`config.mk`:
```
export PLATFORM = sky130hd
export DESIGN_NAME = spislave_flat
export DESIGN_NICKNAME = d
export VERILOG_FILES = /design/src/rtl/spislave_if.sv /design/src/rtl/spislave.sv /design/src/flat_wrapper.sv
export SDC_FILE = /design/constraint.sdc
export NUM_CORES = 1
export LEC_CHECK = 0
export BUFFER_PORTS_ARGS = -buffer_cell sky130_fd_sc_hd__buf_2
export CAP_MARGIN = 15
export CORE_ASPECT_RATIO = 0.7
export CORE_UTILIZATION = 45
export DETAILED_ROUTE_END_ITERATION = 8
export PLACE_DENSITY = 0.6
export SLEW_MARGIN = 20
export SYNTH_ARGS = -nofsm -noshare
export SYNTH_HDL_FRONTEND = slang
export SYNTH_SLANG_ARGS = --single-unit
export TNS_END_PERCENT = 20
```
`constraint.sdc`:
```
create_clock -name clock -period 2 [get_ports clock]
set_input_delay 0.5 -clock clock [delete_from_list [all_inputs] [get_ports clock]]
set_output_delay 0.5 -clock clock [all_outputs]
set_load 0.01 [all_outputs]
```
`src/rtl/spislave_if.sv`:
```
// AXI-Stream sample channel feeding the SPI slave transmitter.
interface spislave_if #(
  parameter int SAMPLE_WIDTH = 16
);
  logic                    axis_slave_valid;
  logic                    axis_slave_ready;
  logic [SAMPLE_WIDTH-1:0] axis_slave_data;

  modport master (
    output axis_slave_valid,
    output axis_slave_data,
    input  axis_slave_ready
  );

  modport slave (
    input  axis_slave_valid,
    input  axis_slave_data,
    output axis_slave_ready
  );
endinterface

```
`src/rtl/spislave.sv`:
```
// SPI slave transmitter (MISO only): one buffered AXIS sample is shifted out
// MSB-first per chip-select frame; clock idles high, master samples on rise.
module spislave #(
  parameter int SAMPLE_WIDTH = 16,
  parameter int SYNC_STAGES  = 2
) (
  input  logic             clock,
  input  logic             resetn,
  input  logic             spi_clock,
  input  logic             spi_chipselect,
  output logic             spi_data,
  output logic             spi_data_enable,
  spislave_if.slave        axis,
  output logic             frame_done,
  output logic             underrun,
  output logic             aborted
);

  localparam int CW = $clog2(SAMPLE_WIDTH + 1);
  localparam logic [CW-1:0] LAST_BIT = CW'(SAMPLE_WIDTH - 1);

  typedef enum logic [1:0] {IDLE, SHIFT, DONE} state_t;

  state_t                  state_q, state_d;
  logic [SYNC_STAGES-1:0]  sclk_sync, cs_sync;
  logic                    sclk_hist, cs_hist;
  logic                    sclk_rise, cs_rise, cs_fall;

  logic                    buf_full_q, buf_full_d;
  logic [SAMPLE_WIDTH-1:0] buf_data_q, buf_data_d;
  logic [SAMPLE_WIDTH-1:0] last_sample_q, last_sample_d;
  logic [SAMPLE_WIDTH-1:0] shift_q, shift_d, load_value;
  logic [CW-1:0]           count_q, count_d;
  logic                    ready_q;
  logic                    load, do_shift, xfer;
  logic                    spi_data_d, enable_d, done_d, underrun_d, aborted_d;

  // Clock chain resets high and CS chain low, so a frame already running
  // across reset never produces a falling-CS event.
  always_ff @(posedge clock) begin
    if (!resetn) begin
      sclk_sync <= '1;
      sclk_hist <= 1'b1;
      cs_sync   <= '0;
      cs_hist   <= 1'b0;
    end else begin
      // NOTE: non-blocking assignments let every stage sample the previous value of its neighbour.
      sclk_sync <= {sclk_sync[SYNC_STAGES-2:0], spi_clock};
      sclk_hist <= sclk_sync[SYNC_STAGES-1];
      cs_sync   <= {cs_sync[SYNC_STAGES-2:0], spi_chipselect};
      cs_hist   <= cs_sync[SYNC_STAGES-1];
    end
  end

  assign sclk_rise = sclk_sync[SYNC_STAGES-1] & ~sclk_hist;
  assign cs_rise   = cs_sync[SYNC_STAGES-1] & ~cs_hist;
  assign cs_fall   = ~cs_sync[SYNC_STAGES-1] & cs_hist;

  assign axis.axis_slave_ready = ready_q;
  assign xfer = axis.axis_slave_valid & ready_q;

  always_ff @(posedge clock) begin
    if (!resetn) state_q <= IDLE;
    else         state_q <= state_d;
  end

  // CS rise outranks a coincident clock rise, so the 16th shift can be aborted.
  always_comb begin
    // NOTE: default first so every path assigns state_d and no latch is inferred.
    state_d = state_q;
    case (state_q)
      IDLE:    if (cs_fall) state_d = SHIFT;
      SHIFT:   if (cs_rise) state_d = IDLE;
               else if (sclk_rise && count_q == LAST_BIT) state_d = DONE;
      DONE:    if (cs_rise) state_d = IDLE;
      default: state_d = IDLE;
    endcase
  end

  always_comb begin
    load       = (state_q == IDLE) && cs_fall;
    do_shift   = (state_q == SHIFT) && !cs_rise && sclk_rise;
    load_value = buf_full_q ? buf_data_q : last_sample_q;
    done_d     = do_shift && (count_q == LAST_BIT);
    underrun_d = load && !buf_full_q;
    aborted_d  = (state_q == SHIFT) && cs_rise;

    shift_d = shift_q;
    count_d = count_q;
    if (load) begin
      shift_d = load_value;
      count_d = '0;
    end else if (do_shift) begin
      shift_d = {shift_q[SAMPLE_WIDTH-2:0], 1'b0};
      count_d = count_q + 1'b1;
    end

    // A sample accepted while a frame loads stays queued for the next frame.
    buf_full_d    = (buf_full_q && !load) || xfer;
    buf_data_d    = xfer ? axis.axis_slave_data : buf_data_q;
    last_sample_d = load ? load_value : last_sample_q;

    spi_data_d = (state_d == SHIFT) ? shift_d[SAMPLE_WIDTH-1] : 1'b0;
    enable_d   = (state_d != IDLE);
  end

  always_ff @(posedge clock) begin
    if (!resetn) begin
      buf_full_q      <= 1'b0;
      buf_data_q      <= '0;
      last_sample_q   <= '0;
      shift_q         <= '0;
      count_q         <= '0;
      ready_q         <= 1'b0;
      spi_data        <= 1'b0;
      spi_data_enable <= 1'b0;
      frame_done      <= 1'b0;
      underrun        <= 1'b0;
      aborted         <= 1'b0;
    end else begin
      buf_full_q      <= buf_full_d;
      buf_data_q      <= buf_data_d;
      last_sample_q   <= last_sample_d;
      shift_q         <= shift_d;
      count_q         <= count_d;
      ready_q         <= !buf_full_d;
      spi_data        <= spi_data_d;
      spi_data_enable <= enable_d;
      frame_done      <= done_d;
      underrun        <= underrun_d;
      aborted         <= aborted_d;
    end
  end

endmodule

```
`src/flat_wrapper.sv`:
```
// flat-port wrapper written by rule: the top's interface ports become plain ports
module spislave_flat 
#(
  parameter int SAMPLE_WIDTH = 16,
  parameter int SYNC_STAGES  = 2
)
  (clock, resetn, spi_clock, spi_chipselect, spi_data, spi_data_enable, frame_done, underrun, aborted, axis_axis_slave_valid, axis_axis_slave_data, axis_axis_slave_ready);
  spislave_if #(.SAMPLE_WIDTH(SAMPLE_WIDTH)) axis_i ();
  input  logic clock;
  input  logic resetn;
  input  logic spi_clock;
  input  logic spi_chipselect;
  output logic spi_data;
  output logic spi_data_enable;
  output logic frame_done;
  output logic underrun;
  output logic aborted;
  input wire logic [$bits(axis_i.axis_slave_valid)-1:0] axis_axis_slave_valid;
  input wire logic [$bits(axis_i.axis_slave_data)-1:0] axis_axis_slave_data;
  output wire logic [$bits(axis_i.axis_slave_ready)-1:0] axis_axis_slave_ready;
  assign axis_i.axis_slave_valid = axis_axis_slave_valid;
  assign axis_i.axis_slave_data = axis_axis_slave_data;
  assign axis_axis_slave_ready = axis_i.axis_slave_ready;
  spislave #(.SAMPLE_WIDTH(SAMPLE_WIDTH), .SYNC_STAGES(SYNC_STAGES)) u_core (.clock(clock), .resetn(resetn), .spi_clock(spi_clock), .spi_chipselect(spi_chipselect), .spi_data(spi_data), .spi_data_enable(spi_data_enable), .axis(axis_i), .frame_done(frame_done), .underrun(underrun), .aborted(aborted));
endmodule
```
==> impl_metrics.json <==
{
  "syn_area_um2": 2670,
  "fp.coreArea_um2": 5730,
  "crit_arrival_ps": 1920,
  "worstHoldEndpoint": "u_core.sclk_sync[0]",
  "rsz0062_at_grt": "no",
  "grt_use_met2": 0.266,
  "worst_path_max_delay_cell": "dfxtp_1",
  "start_kind": "flop",
  "port_buffers": 26,
  "power.internal_mw": 1.93,
  "drive_gt1_frac": 0.208,
  "grt_max_degree": 29,
  "cp_max_fo": 12,
  "r2r_slack_ps": 300,
  "ys_ff_latch": 68,
  "ys_seq_area_frac": 0.511,
  "synth_cell_types": 34,
  "top_usage_layer": "met2",
  "cts-hold-fix-buffers": 0,
  "worstHoldStart": "spi_clock",
  "drv_cap": 0,
  "htreeDepth": 3,
  "ant_nets": 0,
  "synth-edff-count": 0,
  "avgRoutedWirePerCell_um": 12.8,
  "cp_num_buf_inv": 1,
  "r2r-start": "u_core.cs_sync[1]",
  "critical_path.top_delay_family": "simple AND/OR/NAND/NOR gates",
  "rows": 23,
  "clock_sinks": 68,
  "p_leak_nw": 1.27,
  "ios": 27,
  "area_growth_pct": 13.1,
  "design_area_um2": 3020,
  "start_util": 0.466,
  "pre_cts_slack_ps": 353,
  "clk_latency_ps": 330,
  "switching_share": 0.231,
  "cp_data_required_time_ps": 2220,
  "p_switching_mw": 0.579,
  "antenna_found_initial": 0,
  "drv_slew": 0,
  "hold_viol": 0,
  "r2r-end": "u_core.count_q[1]",
  "fin_tns_setup_ps": 0,
  "min_delay_path_depth": 2,
  "dpl.hpwl_um": 3470,
  "vias": 1993,
  "grt.met1_usage": 0.248,
  "crit_start": "u_core.cs_sync[1]",
  "seqPwrFrac": 0.563,
  "setup_viol": 0,
  "drtIter0Drc": 74,
  "hold_class": "in -> reg",
  "async_flop_share": 0,
  "place_congestion": 0.708,
  "critPathKind": "reg -> reg",
  "clock.fmax_mhz": 588,
  "cts_tree": "built",
  "gr-usage-met3": 0.0552,
  "avgSynthCellArea_um2": 9.13,
  "synth_area_leaders": "dfxtp_1 (51%), nand2_1 (12%), mux2_2 (6.3%)",
  "total_power_mw": 2.50,
  "path_cells": "nor2b_1, or3_1, buf_4, mux2i_1, nor2_1",
  "antennaDiodeCount": 0,
  "outcome": "completed",
  "yosysTopAreaCell": "dfxtp_1",
  "cts_buffers": 9,
  "layout_setup_ws_ps": 299,
  "cts_resized": 0,
  "end_kind": "flop",
  "synthesis.nets": 315,
  "irDropWorstVdd_mv": 0.345,
  "grt_use_total": 0.183,
  "period_minus_slack_ps": 1700,
  "comb_power_share": 0.063,
  "reg2reg_depth": 5,
  "synth.top_cell.area_share": 0.511,
  "p_clk_frac": 0.374,
  "die_w_um": 94,
  "ys.flop_type": "dfxtp_1",
  "max_stage_delay_ps": 430,
  "final_nets": 342,
  "grt_pass1_vias": 1793,
  "maxSlewHeadroom": 0.597,
  "die_area_um2": 6240,
  "dpl_cell_area_um2": 2860,
  "skew_ps": 8.85,
  "drc": 0,
  "grt_pass1_wl_um": 8340,
  "clockBufferDepth": 2,
  "synth_cells": 292,
  "finalCritPeriodShare": 0.850,
  "vias_per_cell": 5.02,
  "tightest_slew_ps": 603,
  "die_h_um": 66.4,
  "ys_top_cells_by_count": "nand2_1 (85), dfxtp_1 (68), a21boi_0 (19)",
  "yosys_warnings": 0,
  "cts_setup_buffers": 0,
  "powerDensity_nw_per_um2": 830,
  "first_pass_iters": 4,
  "root_buffer": "clkbuf_8",
  "cts.clk_slew.worst_paths_ps": 70,
  "yosysMostFrequentCell": "nand2_1",
  "overflow": 0,
  "totalWireLength_um": 5090
}
==> power by group through the flow <==
stage / Sequential, mW / Clock [mW] / Combinational (mW)
2_1_floorplan: 1.44 / 0 / 0.109
3_3_place_gp: 1.44 / 0 / 0.156
3_5_place_dp: 1.44 / 0 / 0.160
4_1_cts: 1.41 / 0.967 / 0.160
5_1_grt: 1.41 / 1.02 / 0.176
6_report: 1.41 / 0.937 / 0.158
==> metrics by stage <==
step                std cells   util  hold WS (ps)
floorplan                 292      -           386
global placement          383  0.499           393
detailed placement        383  0.499           393
CTS                       397  0.527           330
global route              397  0.527           340
finish                    397  0.527           348
==> cells by family after synthesis <==
kind of cell               count (synthesis)  synth area share
and+or+nand+nor                          128             0.220
DFF                                       68             0.511
AOI/OAI and AO/OA                         52             0.135
buffers and inverters                     21            0.0380
muxes                                     19            0.0802
xor gates and xnor gates                   2           0.00657
adders and majority gates                  2           0.00938
==> sequential cells by signal, summed over array words and instances, names as in the netlist <==
name / cells
u_core.state_q: 2
u_core.aborted: 1
u_core.frame_done: 1
u_core.buf_data_q: 16
u_core.cs_sync: 2
u_core.shift_q: 16
u_core.buf_full_q: 1
u_core.last_sample_q: 16
u_core.axis.axis_slave_ready: 1
u_core.spi_data_enable: 1
u_core.sclk_sync: 2
u_core.count_q: 5
u_core.cs_hist: 1
u_core.sclk_hist: 1
u_core.spi_data: 1
u_core.underrun: 1
==> worst register-to-register path, stage by stage (launching register included) <==
cell     delay, ps
dfxtp_1        430
nor2b_1        280
or3_1          380
buf_4          250
mux2i_1        190
nor2_1          50
==> how the worst max path moves through the flow <==
stage / to / cells past startpoint
after floorplan: u_core.last_sample_q[13] / 7
after global placement: u_core.spi_data / 5
after detailed placement: u_core.shift_q[13] / 5
after CTS: u_core.spi_data / 4
after global routing: u_core.count_q[1] / 5
final: u_core.count_q[1] / 5
==> final cells by class <==
class / instances / area, um^2
Clock inverter: 3 / 15.0
Clock buffer: 11 / 141
Tap cell: 75 / 93.8
Timing Repair Buffer: 34 / 190
Multi-Input combinational cell: 203 / 1200
Fill cell: 531 / 2710
Inverter: 3 / 11.3
Sequential cell: 68 / 1360
==> cell usage in the layout (no fill, tap or decap), types with 2 or more instances in the layout <==
master,instances
inv_1,3
a21boi_0,19
nor2b_1,4
nand2b_1,6
or3_1,3
nand2_1,85
o21ai_0,16
mux2_2,15
nor2_1,7
a21oi_1,3
nand3_1,6
a2bb2oi_1,14
clkbuf_8,10
buf_2,26
clkinv_2,3
mux2i_1,3
and2_1,5
buf_4,8
dfxtp_1,68
and3_1,2
ha_1,2
==> per-layer routing <==
metal  vias to the layer above  routed length [um]  share of wire
met3                         9                 206          0.041
met1                       919                2760           0.54
met5                         -                   0              0
met2                        34                2050           0.40
met4                         0                  76          0.015
li1                       1031                   -              -
(Power assumes the default switching activity.)
